File: config.mk
export PLATFORM = sky130hd
export DESIGN_NAME = dragster_spi_responder
export DESIGN_NICKNAME = d
export VERILOG_FILES = /design/src/rtl/dragster_spi_responder.sv
export SDC_FILE = /design/constraint.sdc
export NUM_CORES = 1
export LEC_CHECK = 0
export CAP_MARGIN = 20
export CORE_ASPECT_RATIO = 1.1
export CORE_UTILIZATION = 45
export DETAILED_ROUTE_END_ITERATION = 10
export GPL_TIMING_DRIVEN = 0
export HOLD_SLACK_MARGIN = 0.05
export PLACE_DENSITY = 0.6
export REMOVE_ABC_BUFFERS = 1
export SETUP_SLACK_MARGIN = 0.5
export SKIP_CTS_REPAIR_TIMING = 1
export SLEW_MARGIN = 15
export SYNTH_ARGS = -nofsm -noshare
export SYNTH_HDL_FRONTEND = slang
export SYNTH_SLANG_ARGS = --single-unit
File: constraint.sdc
create_clock -name clk -period 3 [get_ports clk]
set_input_delay 0.6 -clock clk [delete_from_list [all_inputs] [get_ports clk]]
set_output_delay 0.6 -clock clk [all_outputs]
set_load 0.005 [all_outputs]
File: src/rtl/dragster_spi_responder.sv
// SPI mode-0 slave standing in for the Dragster sensor register interface.
// All SPI inputs are oversampled in the clk domain; no logic is clocked by sclk.
module dragster_spi_responder #(
   parameter int SS_INDEX    = 0,
   parameter int ADDR_WIDTH  = 7,
   parameter int DATA_WIDTH  = 8,
   parameter int REG_COUNT   = 16,
   parameter int SYNC_STAGES = 2
) (
   input  logic                  clk,
   input  logic                  reset_n,
   input  logic                  sclk,
   input  logic                  mosi,
   input  logic [1:0]            ss_n,
   output logic                  miso,
   output logic                  miso_oe,
   output logic                  reg_wr_strobe,
   output logic [ADDR_WIDTH-1:0] reg_wr_addr,
   output logic [DATA_WIDTH-1:0] reg_wr_data,
   output logic                  frame_error,
   input  logic [ADDR_WIDTH-1:0] dbg_addr,
   output logic [DATA_WIDTH-1:0] dbg_data,
   output logic [2:0]            dbg_state
);

   localparam int IDX_W = (REG_COUNT > 1) ? $clog2(REG_COUNT) : 1;
   localparam logic [ADDR_WIDTH:0] LP_REG_COUNT = (ADDR_WIDTH+1)'(REG_COUNT);
   localparam logic [3:0] LP_CMD_LAST  = 4'(ADDR_WIDTH);
   localparam logic [3:0] LP_DATA_LAST = 4'(DATA_WIDTH - 1);

   typedef enum logic [2:0] {
      S_IDLE    = 3'd0,
      S_CMD     = 3'd1,
      S_WR_DATA = 3'd2,
      S_RD_DATA = 3'd3,
      S_DONE    = 3'd4
   } state_t;

   state_t r_state, w_next_state;

   logic [SYNC_STAGES-1:0] r_sclk_sync, r_mosi_sync, r_ss_sync;
   logic                   r_sclk_prev, r_ss_prev, r_armed;
   logic [3:0]             r_bit_cnt;
   logic [ADDR_WIDTH-1:0]  r_cmd_shift, r_addr;
   logic [DATA_WIDTH-2:0]  r_data_shift;
   logic [DATA_WIDTH-1:0]  r_tx;
   logic [DATA_WIDTH-1:0]  r_regs [REG_COUNT];
   logic                   r_wr_strobe, r_frame_error;
   logic [ADDR_WIDTH-1:0]  r_wr_addr;
   logic [DATA_WIDTH-1:0]  r_wr_data, r_dbg_data;

   logic w_sclk, w_mosi, w_ss_n;
   logic w_sclk_rise, w_sclk_fall, w_ss_rise, w_ss_fall;
   logic w_selected, w_bit_rise;
   logic w_abort, w_cmd_last, w_wr_last;
   logic [ADDR_WIDTH:0]   w_cmd_byte;
   logic [ADDR_WIDTH-1:0] w_cmd_addr;
   logic                  w_cmd_rw, w_cmd_addr_ok, w_addr_ok;
   logic [DATA_WIDTH-1:0] w_wr_byte;
   logic                  w_unused_ss;

   function automatic logic in_range(input logic [ADDR_WIDTH-1:0] a);
      return {1'b0, a} < LP_REG_COUNT;
   endfunction

   assign w_unused_ss = &{1'b0, ss_n};

   assign w_sclk = r_sclk_sync[SYNC_STAGES-1];
   assign w_mosi = r_mosi_sync[SYNC_STAGES-1];
   assign w_ss_n = r_ss_sync[SYNC_STAGES-1];

   assign w_sclk_rise = w_sclk & ~r_sclk_prev;
   assign w_sclk_fall = ~w_sclk & r_sclk_prev;
   // ss edges only count from real samples: the chain resets to "low", so a
   // select held low through reset never produces a fall.
   assign w_ss_rise   = w_ss_n & ~r_ss_prev;
   assign w_ss_fall   = ~w_ss_n & r_ss_prev;

   assign w_selected  = ~w_ss_n & r_armed;
   assign w_bit_rise  = w_sclk_rise & ~w_ss_rise &
                        (r_state inside {S_CMD, S_WR_DATA, S_RD_DATA});

   assign w_cmd_byte    = {r_cmd_shift, w_mosi};
   assign w_cmd_addr    = w_cmd_byte[ADDR_WIDTH-1:0];
   assign w_cmd_rw      = w_cmd_byte[ADDR_WIDTH];
   assign w_cmd_addr_ok = in_range(w_cmd_addr);
   assign w_addr_ok     = in_range(r_addr);
   assign w_wr_byte     = {r_data_shift, w_mosi};

   always_ff @(posedge clk) begin
      if (!reset_n) begin
         r_sclk_sync <= '0;
         r_mosi_sync <= '0;
         r_ss_sync   <= '0;
         r_sclk_prev <= 1'b0;
         r_ss_prev   <= 1'b0;
         r_armed     <= 1'b0;
      end else begin
         r_sclk_sync <= {r_sclk_sync[SYNC_STAGES-2:0], sclk};
         r_mosi_sync <= {r_mosi_sync[SYNC_STAGES-2:0], mosi};
         r_ss_sync   <= {r_ss_sync[SYNC_STAGES-2:0], ss_n[SS_INDEX]};
         r_sclk_prev <= w_sclk;
         r_ss_prev   <= w_ss_n;
         if (w_ss_n) r_armed <= 1'b1;
      end
   end

   always_ff @(posedge clk) begin
      if (!reset_n) r_state <= S_IDLE;
      else          r_state <= w_next_state;
   end

   always_comb begin
      w_next_state = r_state;
      w_abort      = 1'b0;
      w_cmd_last   = 1'b0;
      w_wr_last    = 1'b0;
      case (r_state)
         S_IDLE: if (w_ss_fall) w_next_state = S_CMD;
         S_CMD: begin
            if (w_ss_rise) begin
               w_abort      = 1'b1;
               w_next_state = S_IDLE;
            end else if (w_sclk_rise && r_bit_cnt == LP_CMD_LAST) begin
               w_cmd_last   = 1'b1;
               w_next_state = w_cmd_rw ? S_WR_DATA : S_RD_DATA;
            end
         end
         S_WR_DATA: begin
            if (w_ss_rise) begin
               w_abort      = 1'b1;
               w_next_state = S_IDLE;
            end else if (w_sclk_rise && r_bit_cnt == LP_DATA_LAST) begin
               w_wr_last    = 1'b1;
               w_next_state = S_DONE;
            end
         end
         S_RD_DATA: begin
            if (w_ss_rise) begin
               w_abort      = 1'b1;
               w_next_state = S_IDLE;
            end else if (w_sclk_rise && r_bit_cnt == LP_DATA_LAST) begin
               w_next_state = S_DONE;
            end
         end
         S_DONE: if (w_ss_rise) w_next_state = S_IDLE;
         default: w_next_state = S_IDLE;
      endcase
   end

   always_ff @(posedge clk) begin
      if (!reset_n) begin
         r_bit_cnt     <= '0;
         r_cmd_shift   <= '0;
         r_data_shift  <= '0;
         r_addr        <= '0;
         r_tx          <= '0;
         r_wr_strobe   <= 1'b0;
         r_wr_addr     <= '0;
         r_wr_data     <= '0;
         r_frame_error <= 1'b0;
         r_dbg_data    <= '0;
         for (int i = 0; i < REG_COUNT; i++) r_regs[i] <= '0;
      end else begin
         r_wr_strobe   <= 1'b0;
         r_frame_error <= w_abort | (w_wr_last & ~w_addr_ok);
         r_dbg_data    <= in_range(dbg_addr) ? r_regs[dbg_addr[IDX_W-1:0]] : '0;

         if (r_state == S_IDLE && w_ss_fall) r_bit_cnt <= '0;

         if (w_cmd_last) begin
            r_bit_cnt <= '0;
            r_addr    <= w_cmd_addr;
            r_tx      <= (!w_cmd_rw && w_cmd_addr_ok) ? r_regs[w_cmd_addr[IDX_W-1:0]] : '0;
         end else if (w_wr_last) begin
            if (w_addr_ok) begin
               r_regs[r_addr[IDX_W-1:0]] <= w_wr_byte;
               r_wr_strobe <= 1'b1;
               r_wr_addr   <= r_addr;
               r_wr_data   <= w_wr_byte;
            end
         end else if (w_bit_rise) begin
            if (r_bit_cnt != 4'hF) r_bit_cnt <= r_bit_cnt + 4'd1;
            if (r_state == S_CMD)     r_cmd_shift  <= w_cmd_byte[ADDR_WIDTH-1:0];
            if (r_state == S_WR_DATA) r_data_shift <= w_wr_byte[DATA_WIDTH-2:0];
         end

         // The MSB is already on miso when the read turns around, so the fall
         // that follows the last command bit must not shift it away.
         if (r_state == S_RD_DATA && w_sclk_fall && r_bit_cnt != 4'd0)
            r_tx <= {r_tx[DATA_WIDTH-2:0], 1'b0};
      end
   end

   assign miso          = (r_state == S_RD_DATA) & w_selected & r_tx[DATA_WIDTH-1];
   assign miso_oe       = w_selected;
   assign reg_wr_strobe = r_wr_strobe;
   assign reg_wr_addr   = r_wr_addr;
   assign reg_wr_data   = r_wr_data;
   assign frame_error   = r_frame_error;
   assign dbg_data      = r_dbg_data;
   assign dbg_state     = r_state;

endmodule

# After elaboration in Yosys (flattened, before gate mapping)
# Memories as Yosys holds them, arrays and structs flattened. A register that Yosys moved wholly into a read port is not among the register bits.
# Cells that the tools add are included.
# Widths: inputs -> output; s select.
totals:
  mem_count: 1
  out_inout_bits: 30
  latch_bits: 0
  mem_bits_ro: 0
  reg_bits: 62
  input_bits: 13
  ramBits: 128
memory_table:
  columns: ["memory", "depth", "word_bits", "read_ports", "rd_ports_with_merged_regs", "write_ports", "line_no", "rtl"]
  rows:
  - ["r_regs", 16, 8, 2, 1, 16, "47", "logic [DATA_WIDTH-1:0] r_regs [REG_COUNT];"]
classes:
  muxes: 30
  n_addsub: 1
  bitwise_logic: 20
  n_reduce_logical: 21
  shifts: 0
  n_eq_ne: 10
  order_cmp: 3
  multipliers: 0
  div: 0
op_table:
  columns: ["op", "n"]
  rows:
  - ["$mux 8", 4]
  - ["$lt 7x5->1 const B", 3]
  - ["$mux 4", 5]
  - ["$mux 3", 6]
  - ["$mux 1", 14]
  - ["$pmux 3 s4", 1]
  - ["$reduce_and 4->1", 3]
  - ["$and 1x1->1", 10]
  - ["$not 1->1", 9]
  - ["$reduce_or 8->1", 1]
  - ["$eq 3x2->1 const B", 2]
  - ["$reduce_or 2->1", 3]
  - ["$logic_and 1x1->1", 5]
  - ["$add 4x1->4 const B", 1]
  - ["$eq 4x3->1 const B", 1]
  - ["$ne 2x2->1 const B", 2]
  - ["$ne 4x4->1 const B", 1]
  - ["$reduce_bool 4->1", 1]
  - ["$eq 3x1->1 const B", 1]
  - ["$eq 3x3->1 const B", 1]
  - ["$logic_not 3->1", 1]
  - ["$ne 3x1->1 const B", 1]
  - ["$ne 3x3->1 const B", 1]
  - ["$reduce_and 3->1", 1]
  - ["other kinds (6)", 7]

# Longest topological paths before layout
logic_depth:
  word_depth: 12
  depth_mapped: 8

# Worst setup path after synthesis
# Ideal clock, no wire load.
synth_timing:
  path_kind: "flip-flop to flip-flop"
  start: "register r_state[2] (netlist: dbg_state[2])"
  end: "memory r_regs[10][0] (enable)"
  arrival_ns: 2.120
  path_slack_ns: 0.496
  stages_incl_launch_ff: 8
  n_path_buf: 2
  path_cell_list: "dfxtp_1 -> buf_4 -> nor3b_2 -> nand4_2 -> nor4_4 -> buf_6 -> nand4b_4 -> o21ai_0"
synth_rtl:
  columns: ["element", "line_no", "rtl"]
  rows:
  - ["from (decl)", "39", "state_t r_state, w_next_state;"]
  - ["from (signal assigned)", "110", "else r_state <= w_next_state;"]
  - ["to (decl)", "47", null]

==> results.yml <==
clocking:
  clk_pin_slew_worst_paths_ps: 70
  cts-htree-levels: 4
  cts.sink_count: 198
  numCtsBuffers: 17
  clock_path_buffers: 2
  clock_latency_ps: 440
  clk_root_buffer_cell: "clkbuf_16"
  cts_tree: "done"
critical_path:
  arrival_ps: 2730
  rr_worst_depth: 8
  worst_setup_path_end_kind: "flop"
  regToRegStartpoint: "r_bit_cnt[3]$_SDFF_PP0_"
  startpoint: "r_bit_cnt[3]$_SDFF_PP0_"
  path_cells: "and4bb_2, nand4_4, nor4_4, buf_6, nand4bb_4, clkbuf_16, o21ai_2, buf_4"
  timing.rr.end: "r_regs[0][2]$_SDFFCE_PN0P_"
  crit_required_ps: 3150
  cp_max_fo: 6
  crit_type: "reg -> reg"
  ff2ff_setup_slack_ps: 410
  endpoint: "r_regs[0][2]$_SDFFCE_PN0P_"
  cp_slowest_stage_delay_ps: 360
  slowest_stage: "dfxtp_4"
  start_kind: "flop"
timing:
  timing.final.max_slew_violations: 0
  worst_pin_slew_ps: 883
  hold_viol: 0
  fin_ws_ps: 413
  fmax_ghz: 0.386
  finClkSkew_ps: 10.7
  setup_viol: 0
  fin_setup_tns_ps: 0
  rsz0062_at_grt: "yes"
  max_slew_margin: 0.410
  whs_ps: 435
  fin_crit_ps: 2590
  fin_crit_sh: 0.862
logic_synthesis:
  synth_top_area_share: 0.404
  yosys.area.top_type: "edfxtp_1"
  ys_seq_area_frac: 0.551
  synth_edf_count: 128
  synth_cell_types: 50
  ys_warn_count: 0
  syn_inst: 719
  avgSynthCellArea_um2: 13.2
  synth_area_leaders: "edfxtp_1 (40%), mux4_2 (17%), dfxtp_1 (15%)"
  yosys_register_bits: 198
  syn-cell-area_mm2: 0.00952
  synth_common_cells: "nor2_1 (132), edfxtp_1 (128), mux4_2 (72), dfxtp_1 (70), nand2_1 (60)"
  yosysMostFrequentCell: "nor2_1"
  synthArstFlopShare: 0
  synth_ff_type: "edfxtp_1"
global_route:
  grt_use_met3: 0.0396
  top_usage_layer: "met2"
  use_met2: 0.407
  grtUsageTotal: 0.230
  use_met1: 0.272
  antenna_found_initial: 0
  grt_max_degree: 56
  grt_pass1_vias: 6209
  grt-ovfl-total: 0
  grt_pass1_wl_mm: 36.1
final_layout:
  drive_gt1_frac: 0.278
  diodes: 0
  nets: 801
  fillCellCount: 1691
  area_growth_pct: 19.2
  finalInstanceArea_mm2: 0.0113
power:
  power_mw: 5.64
  p_leak_nw: 3.74
  irDropWorstVdd_mv: 0.427
  powerDensity_mw_per_mm2: 497
route:
  first_iter_violations: 549
  dr.pass1.iters: 5
  routed_wl_mm: 25.2
  drc_errors: 0
  vias_per_cell: 5.98
  detail-route-antenna-nets: 0
  wire_per_inst_um: 23.9
  via_count: 6304
floorplanning:
  die_h_um: 155
  die_area_mm2: 0.0217
  chipWidth_um: 141
  num_rows: 55
  start_util: 0.461
  ios: 43
  core_area_mm2: 0.0206
placed_design:
  placed_cell_area_mm2: 0.0102
  dp_hpwl_mm: 16.1
  gp_congestion: 0.800
  dp_slack_ps: -636
  port_buffers: 41
hold_path:
  hold_class: "reg -> reg"
job:
  cap_violations: 0
status:
  status: "complete, no violations"
## metal layers
layer / vias to the layer above / share of wire
li1: 2796 / -
met2: 257 / 0.52
met4: 0 / 0.039
met3: 54 / 0.067
met1: 3197 / 0.38
met5: - / 0
## worst max-delay path, delay by kind of cell (launching register included)
kind                   cells  cell delay, ps
flip-flops                 1             360
buffers and inverters      3             660
AO/OA/AOI/OAI              1             280
AND/OR/NAND/NOR            4             980
## cells in the final DEF, fill, tap and decap left out, types with 3 or more instances in the layout
cell / netlist / routed
mux2i_1: 27 / 27
dfxtp_1: 70 / 62
clkdlybuf4s50_1: 0 / 38
nand4b_4: 2 / 4
mux4_2: 72 / 72
nand2b_1: 10 / 9
clkbuf_16: 0 / 19
a21oi_1: 4 / 4
o21ai_0: 19 / 3
and3b_1: 3 / 3
buf_6: 11 / 8
a21boi_1: 7 / 7
nor2b_1: 38 / 38
and2_1: 14 / 14
dfxtp_4: 0 / 3
dfxtp_2: 0 / 5
mux2_2: 15 / 15
clkinv_2: 0 / 4
edfxtp_1: 128 / 128
nand4_2: 3 / 3
buf_4: 5 / 42
a21boi_0: 7 / 7
o21ai_4: 0 / 13
buf_12: 0 / 4
inv_1: 4 / 4
nor2_1: 132 / 132
nand2_1: 60 / 60
a22oi_1: 15 / 15
## per-stage QoR
step,utilization,cells
after floorplan,-,666
after global routing,0.550,1055
after CTS,0.522,1019
after global placement,0.481,963
final,0.550,1055
after detailed placement,0.495,987
## registers in the layout, indices dropped and copies added, names as in the netlist
name           flops
reg_wr_addr        7
r_tx               8
reg_wr_strobe      1
reg_wr_data        8
r_addr             7
r_regs           128
r_mosi_sync        2
r_sclk_prev        1
r_data_shift       7
r_armed            1
dbg_state          3
frame_error        1
r_ss_prev          1
dbg_data           8
r_ss_sync          2
r_bit_cnt          4
r_cmd_shift        7
r_sclk_sync        2
## power breakdown
group	switching, mW	leakage (nW)	total (mW)	internal, mW
Sequential	0.0469	1.78	3.03	2.99
Clock	1.00	0.273	2.19	1.19
Combinational	0.191	1.68	0.408	0.217
Total	1.24	3.74	5.64	4.39
## area by class of cell
class	count	area, µm²	share of cell area
Clock buffer	20	458	0.0404
Clock inverter	12	101	0.00893
Inverter	4	15.0	0.00132
Multi-Input combinational cell	467	4220	0.372
Sequential cell	198	5260	0.464
Tap cell	256	320	0.0282
Timing Repair Buffer	98	971	0.0856
## cells by family (layout without fill, tap and decap cells)
| group | count (synthesis) | after routing | share of synthesized area |
|---|---|---|---|
| buffers and inverters | 57 | 134 | 0.0342 |
| adders and majority gates | 2 | 2 | 0.00263 |
| DFF | 198 | 198 | 0.551 |
| and+or+nand+nor | 288 | 291 | 0.155 |
| muxes | 114 | 114 | 0.217 |
| AOI/OAI and AO/OA | 60 | 60 | 0.0410 |
## worst min path at each step
stage / startpoint / endpoint / slack (ps) / cells past startpoint
after floorplan: r_mosi_sync[0]$_SDFF_PN0_ / r_mosi_sync[1]$_SDFF_PN0_ / 410 / 1
after global placement: r_mosi_sync[0]$_SDFF_PN0_ / r_mosi_sync[1]$_SDFF_PN0_ / 420 / 1
after detailed placement: r_ss_sync[0]$_SDFF_PN0_ / r_ss_sync[1]$_SDFF_PN0_ / 420 / 1
after CTS: r_ss_sync[0]$_SDFF_PN0_ / r_ss_sync[1]$_SDFF_PN0_ / 440 / 1
after global routing: r_mosi_sync[0]$_SDFF_PN0_ / r_mosi_sync[1]$_SDFF_PN0_ / 450 / 1
final: r_mosi_sync[0]$_SDFF_PN0_ / r_mosi_sync[1]$_SDFF_PN0_ / 440 / 1
(Power assumes the default switching activity.)
